File: src/rtl/tpu_sequencer.sv
// tpu_sequencer
// Instruction-driven controller for the TPU datapath. The host pushes 64-bit
// instructions into an internal FIFO; a start pulse makes the sequencer pop and
// execute them in order until HALT, driving the unified-buffer read controls,
// the systolic weight switch and the VPU pathway select.
//
// Ports:
//   clk, rst                 clock and synchronous active-high reset
//   instr_in/instr_valid_in  host instruction push
//   instr_ready_out          FIFO has room
//   start_in                 begin execution (honoured only in IDLE)
//   vpu_valid_in_1/2         VPU output valids, watched by WAIT_VPU
//   ub_rd_start_out          one-cycle UB read launch
//   ub_rd_*_out              latched READ fields
//   sys_switch_out           one-cycle systolic switch pulse
//   vpu_data_pathway_out     latched SETPATH value
//   busy_out                 not IDLE
//   done_out                 one-cycle pulse on HALT
//   error_out                sticky illegal-opcode flag
//   fifo_count_out           FIFO occupancy
module tpu_sequencer #(
    parameter int FIFO_DEPTH = 16,
    parameter int INSTR_W    = 64
) (
    input  logic                          clk,
    input  logic                          rst,
    input  logic [INSTR_W-1:0]            instr_in,
    input  logic                          instr_valid_in,
    output logic                          instr_ready_out,
    input  logic                          start_in,
    input  logic                          vpu_valid_in_1,
    input  logic                          vpu_valid_in_2,
    output logic                          ub_rd_start_out,
    output logic                          ub_rd_transpose_out,
    output logic [8:0]                    ub_ptr_select_out,
    output logic [15:0]                   ub_rd_addr_out,
    output logic [15:0]                   ub_rd_row_size_out,
    output logic [15:0]                   ub_rd_col_size_out,
    output logic                          sys_switch_out,
    output logic [3:0]                    vpu_data_pathway_out,
    output logic                          busy_out,
    output logic                          done_out,
    output logic                          error_out,
    output logic [$clog2(FIFO_DEPTH):0]   fifo_count_out
);

    localparam int AW = $clog2(FIFO_DEPTH);
    localparam logic [AW:0] FULL_COUNT = (AW+1)'(FIFO_DEPTH);

    localparam logic [2:0] S_IDLE   = 3'd0;
    localparam logic [2:0] S_FETCH  = 3'd1;
    localparam logic [2:0] S_EXEC   = 3'd2;
    localparam logic [2:0] S_WAIT   = 3'd3;
    localparam logic [2:0] S_HALTED = 3'd4;

    localparam logic [3:0] OP_NOP      = 4'd0;
    localparam logic [3:0] OP_READ     = 4'd1;
    localparam logic [3:0] OP_SWITCH   = 4'd2;
    localparam logic [3:0] OP_SETPATH  = 4'd3;
    localparam logic [3:0] OP_WAIT     = 4'd4;
    localparam logic [3:0] OP_WAIT_VPU = 4'd5;
    localparam logic [3:0] OP_HALT     = 4'd15;

    logic [INSTR_W-1:0] mem [FIFO_DEPTH];
    logic [AW-1:0]      wr_ptr;
    logic [AW-1:0]      rd_ptr;
    logic [AW:0]        count_q;
    logic               push;
    logic               pop;
    logic [INSTR_W-1:0] head;

    logic [2:0]  state;
    logic [3:0]  ir_op;
    logic [13:0] ir_count;
    logic [13:0] wait_cnt;

    assign instr_ready_out = (count_q != FULL_COUNT);
    assign push            = instr_valid_in && instr_ready_out;
    assign pop             = (state == S_FETCH) && (count_q != '0);
    assign head            = mem[rd_ptr];
    assign fifo_count_out  = count_q;
    assign busy_out        = (state != S_IDLE);
    assign done_out        = (state == S_HALTED);

    // Storage needs no reset: pointers and count define which entries are live.
    always_ff @(posedge clk) begin
        if (push) begin
            mem[wr_ptr] <= instr_in;
        end
    end

    // Pointer wrap is free because the depth is a power of two.
    always_ff @(posedge clk) begin
        if (rst) begin
            wr_ptr  <= '0;
            rd_ptr  <= '0;
            count_q <= '0;
        end else begin
            if (push) begin
                wr_ptr <= wr_ptr + 1'b1;
            end
            if (pop) begin
                rd_ptr <= rd_ptr + 1'b1;
            end
            case ({push, pop})
                2'b10:   count_q <= count_q + 1'b1;
                2'b01:   count_q <= count_q - 1'b1;
                default: count_q <= count_q;
            endcase
        end
    end

    // Control FSM. Pulses and latched fields are decoded from the FIFO head at
    // the pop edge so they are visible during the EXEC cycle itself; EXEC then
    // only decides where to go next.
    always_ff @(posedge clk) begin
        if (rst) begin
            state                <= S_IDLE;
            ir_op                <= OP_NOP;
            ir_count             <= '0;
            wait_cnt             <= '0;
            ub_rd_start_out      <= 1'b0;
            ub_rd_transpose_out  <= 1'b0;
            ub_ptr_select_out    <= '0;
            ub_rd_addr_out       <= '0;
            ub_rd_row_size_out   <= '0;
            ub_rd_col_size_out   <= '0;
            sys_switch_out       <= 1'b0;
            vpu_data_pathway_out <= '0;
            error_out            <= 1'b0;
        end else begin
            ub_rd_start_out <= 1'b0;
            sys_switch_out  <= 1'b0;
            case (state)
                S_IDLE: begin
                    if (start_in) begin
                        error_out <= 1'b0;
                        state     <= S_FETCH;
                    end
                end
                S_FETCH: begin
                    if (pop) begin
                        ir_op    <= head[63:60];
                        ir_count <= head[13:0];
                        state    <= S_EXEC;
                        case (head[63:60])
                            OP_READ: begin
                                ub_rd_start_out     <= 1'b1;
                                ub_rd_transpose_out <= head[59];
                                ub_ptr_select_out   <= head[58:50];
                                ub_rd_addr_out      <= head[45:30];
                                ub_rd_row_size_out  <= {8'd0, head[29:22]};
                                ub_rd_col_size_out  <= {8'd0, head[21:14]};
                            end
                            OP_SWITCH:  sys_switch_out       <= 1'b1;
                            OP_SETPATH: vpu_data_pathway_out <= head[49:46];
                            default: ;
                        endcase
                    end
                end
                S_EXEC: begin
                    case (ir_op)
                        OP_NOP, OP_READ, OP_SWITCH, OP_SETPATH: state <= S_FETCH;
                        OP_WAIT, OP_WAIT_VPU: begin
                            if (ir_count == '0) begin
                                state <= S_FETCH;
                            end else begin
                                wait_cnt <= ir_count;
                                state    <= S_WAIT;
                            end
                        end
                        OP_HALT: state <= S_HALTED;
                        default: begin
                            error_out <= 1'b1;
                            state     <= S_HALTED;
                        end
                    endcase
                end
                S_WAIT: begin
                    // Any VPU activity restarts the quiet-period count.
                    if ((ir_op == OP_WAIT_VPU) && (vpu_valid_in_1 || vpu_valid_in_2)) begin
                        wait_cnt <= ir_count;
                    end else begin
                        wait_cnt <= wait_cnt - 14'd1;
                        if (wait_cnt == 14'd1) begin
                            state <= S_FETCH;
                        end
                    end
                end
                S_HALTED: state <= S_IDLE;
                default:  state <= S_IDLE;
            endcase
        end
    end

endmodule

File: config.mk
export PLATFORM = sky130hd
export DESIGN_NAME = tpu_sequencer
export DESIGN_NICKNAME = d
export VERILOG_FILES = /design/src/rtl/tpu_sequencer.sv
export SDC_FILE = /design/constraint.sdc
export NUM_CORES = 1
export LEC_CHECK = 0
export BUFFER_PORTS_ARGS = -buffer_cell sky130_fd_sc_hd__buf_2
export CAP_MARGIN = 5
export CORE_ASPECT_RATIO = 0.6
export CORE_MARGIN = 2
export CORE_UTILIZATION = 45
export CTS_BUF_LIST = sky130_fd_sc_hd__clkbuf_16
export DETAILED_ROUTE_END_ITERATION = 8
export GPL_TIMING_DRIVEN = 0
export HOLD_SLACK_MARGIN = 0.03
export PLACE_DENSITY_LB_ADDON = 0.08
export SETUP_SLACK_MARGIN = 0.4
export SYNTH_ARGS = -nofsm -noshare
export SYNTH_HDL_FRONTEND = slang
export SYNTH_SLANG_ARGS = --single-unit
File: constraint.sdc
create_clock -name clk -period 12.06 [get_ports clk]
set_input_delay 0.603 -clock clk [delete_from_list [all_inputs] [get_ports clk]]
set_output_delay 0.603 -clock clk [all_outputs]
set_load 0.05 [all_outputs]
==> flow_metrics.tcl <==
set metrics [dict create \
    status "finished, final reports clean" \
    cts.sinks 1125 \
    mostFrequentLayoutCells "edfxtp_1, mux4_2, buf_2" \
    cts_resized 0 \
    cts_root_buffer "clkbuf_16" \
    io_pins 143 \
    portBuffers 125 \
    hold_path.class "in -> reg" \
    fp.dieArea_um2 99100 \
    die_w_um 405 \
    firstDrtPassIters 5 \
    stdcell_count 3730 \
    synth_edf_count 1024 \
    final_common_cell "edfxtp_1" \
    hold_violations 0 \
    critPathArrivalTime_ps 4450 \
    timing.fmax_ghz 0.258 \
    async_flop_share_pct 0 \
    fin_skew_ps 19.3 \
    maxSlewHeadroom_pct 19.0 \
    grtUsageTotal_pct 21.8 \
    use_met2_pct 33.6 \
    post_dp_cell_area_um2 47000 \
    wl_per_cell_um 28.5 \
    h-tree-depth 3 \
    antenna_found_initial 7 \
    power_leakage_nw 16.4 \
    rsz0062_at_grt "false" \
    cts_buffers 104 \
    cts_tree "done" \
    die_h_um 245 \
    remaining_drc_errors 0 \
    p_per_area_nw_per_um2 190 \
    overflow 0 \
    fin_tns_setup_ps 0 \
    synth_top_flop_cell "edfxtp_1" \
    wl_mm 106 \
    start_kind "flip-flop" \
    fin_crit_sh_pct 32.1 \
    final_area_um2 50500 \
    grt_pass1_wl_mm 153 \
    dpl.hpwl_mm 69.7 \
    busiest_layer "met2" \
    critPathKind "reg -> reg" \
    hold_ws_ps 284 \
    area_delta_synth_final_pct 16.3 \
    use_met1_pct 33.3 \
    yosysWarnings 0 \
    drt_first_iter_violations 1903 \
    worst_slew_pin_slew_ps 1220 \
    maxCapViolations 0 \
    required_ps 12630 \
    ant_nets 0 \
    dp_cells 3528 \
    drv_slew 0 \
    holdBufCountCts 0 \
    use_met3_pct 3.33 \
    fin_nets 2410 \
    cts_max_path_buffers 3 \
    netlist_instances 2013 \
    ys_seq_area_share_pct 75.5 \
    post_cts.repair.setup_buffers 0 \
    ys_types 59 \
    fp-row-count 88 \
    setup_viol 0 \
    syn_area_per_cell_um2 21.6 \
    synth_seq_cells 1125 \
    fin_total_pwr_w 0.00960 \
    period_needed_ps 3880 \
    cts.clk_slew.worst_paths_ps 60 \
    core_um2 95900 \
    crit_path_end_kind "flip-flop" \
    grt_pass1_vias 21700 \
    start_util_pct 45.3 \
    grt_max_degree 22 \
    crit_fanout 10 \
    vias 21100 \
    ir_worst_vdd_mv 0.112 \
    avgViaCountPerCell 5.65 \
    netlist_area_um2 43400 \
    drive_above_1_share_pct 31.3 \
    globalplace.congestion 0.777 \
    clock_latency_ps 690 \
]
==> worst max-delay path, cell delays in order, from the launching register on <==
cell and delay [ps]:
dfxtp_1 300, clkbuf_1 200, nor4_1 700, a211o_1 330, inv_2 90, clkbuf_1 300
ha_1 320, clkbuf_1 200, xor2_1 180, ha_1 250, o31ai_1 210, a21oi_1 110
a31oi_1 220, mux2_2 350
==> final cells by class <==
type,count,area [um2]
fillers,7429,45400
flip-flops and latches,1125,32800
multi-input cells,764,10000
clock buffers,107,2680
repair buffers,196,1770
well taps,1305,1630
clock inverters,88,810
plain buffers,126,728
inverters,13,48.8
diodes,6,15.0
==> cells by family (layout without fill, tap and decap cells) <==
kind of cell / Yosys count / in the layout / share of synthesized area (%)
AO/OA/AOI/OAI: 95 / 95 / 1.36
XOR/XNOR: 9 / 9 / 0.182
adder cells (fa/ha/maj): 10 / 10 / 0.288
buffers and inverters: 139 / 530 / 1.79
AND/OR/NAND/NOR: 263 / 263 / 3.18
flip-flops: 1125 / 1125 / 75.5
multiplexers: 371 / 371 / 17.7
other: 1 / 22 / 0.00864
==> flip-flops by register name (all words and copies together) (netlist names), named ones only <==
| name | flops |
|---|---|
| ub_rd_row_size_out | 8 |
| ir_op | 4 |
| error_out | 1 |
| wr_ptr | 4 |
| ub_rd_transpose_out | 1 |
| ub_rd_addr_out | 16 |
| fifo_count_out | 5 |
| ub_rd_start_out | 1 |
| state | 3 |
| ub_ptr_select_out | 9 |
| sys_switch_out | 1 |
| ir_count | 14 |
| ub_rd_col_size_out | 8 |
| mem | 1024 |
| rd_ptr | 4 |
| vpu_data_pathway_out | 4 |
| wait_cnt | 14 |
==> per-stage QoR <==
stage	setup WS, ps	utilization [%]
3_3_place_gp	-802	47.7
4_1_cts	8190	52.6
6_report	8180	52.6
5_1_grt	7970	52.6
3_5_place_dp	8220	49.0
2_1_floorplan	5360	-
==> worst paths after layout <==
check | to | start | cells past startpoint | slack (ps)
worst max-delay path | fifo_count_out[4]$_SDFFE_PP0P_ | fifo_count_out[1]$_SDFFE_PP0P_ | 13 | 8180
worst max register to register | fifo_count_out[4]$_SDFFE_PP0P_ | fifo_count_out[1]$_SDFFE_PP0P_ | 13 | 8180
worst min-delay path | mem[14][38]$_DFFE_PP_ | instr_in[38] | 1 | 280
worst min register to register | ub_rd_col_size_out[6]$_SDFFE_PP0P_ | ub_rd_col_size_out[6]$_SDFFE_PP0P_ | 2 | 470
==> synthesized netlist by cell type (all sizes together), types with 2 or more instances <==
library cell | instances | share of area, %
xor2 | 6 | 0.12
buf | 73 | 1.2
and2 | 3 | 0.043
edfxtp | 1024 | 71
nor4 | 8 | 0.12
o31ai | 2 | 0.035
nor2 | 49 | 0.42
o22ai | 2 | 0.029
nor3b | 5 | 0.086
nor3 | 14 | 0.16
a31oi | 5 | 0.072
ha | 10 | 0.29
nor2b | 4 | 0.058
o21ai | 15 | 0.17
o221a | 3 | 0.078
nand3 | 6 | 0.069
mux2 | 5 | 0.13
xnor2 | 3 | 0.061
a21oi | 41 | 0.47
o21a | 3 | 0.052
nand2 | 56 | 0.48
or3 | 2 | 0.029
a211oi | 3 | 0.052
mux4 | 316 | 16
o211ai | 5 | 0.086
nand2b | 99 | 1.4
nand4 | 9 | 0.13
o221ai | 2 | 0.040
a2111oi | 3 | 0.061
clkbuf | 53 | 0.46
inv | 12 | 0.10
nand3b | 3 | 0.052
o21bai | 2 | 0.035
mux2i | 50 | 1.2
dfxtp | 101 | 4.7
==> routing by layer <==
layer,part of all wire (%),up-vias
met5,0.015,-
met4,1.8,4
met3,5.3,139
met2,46,640
met1,47,11300
li1,-,8957
==> report_power, final <==
part           switching, W  internal (W)  total (W)
sequential        0.0000501       0.00438    0.00443
combinational      0.000930      0.000861    0.00179
clock               0.00143       0.00195    0.00338
total               0.00241       0.00719    0.00960
No activity file was read; power rests on OpenSTA's default activity.
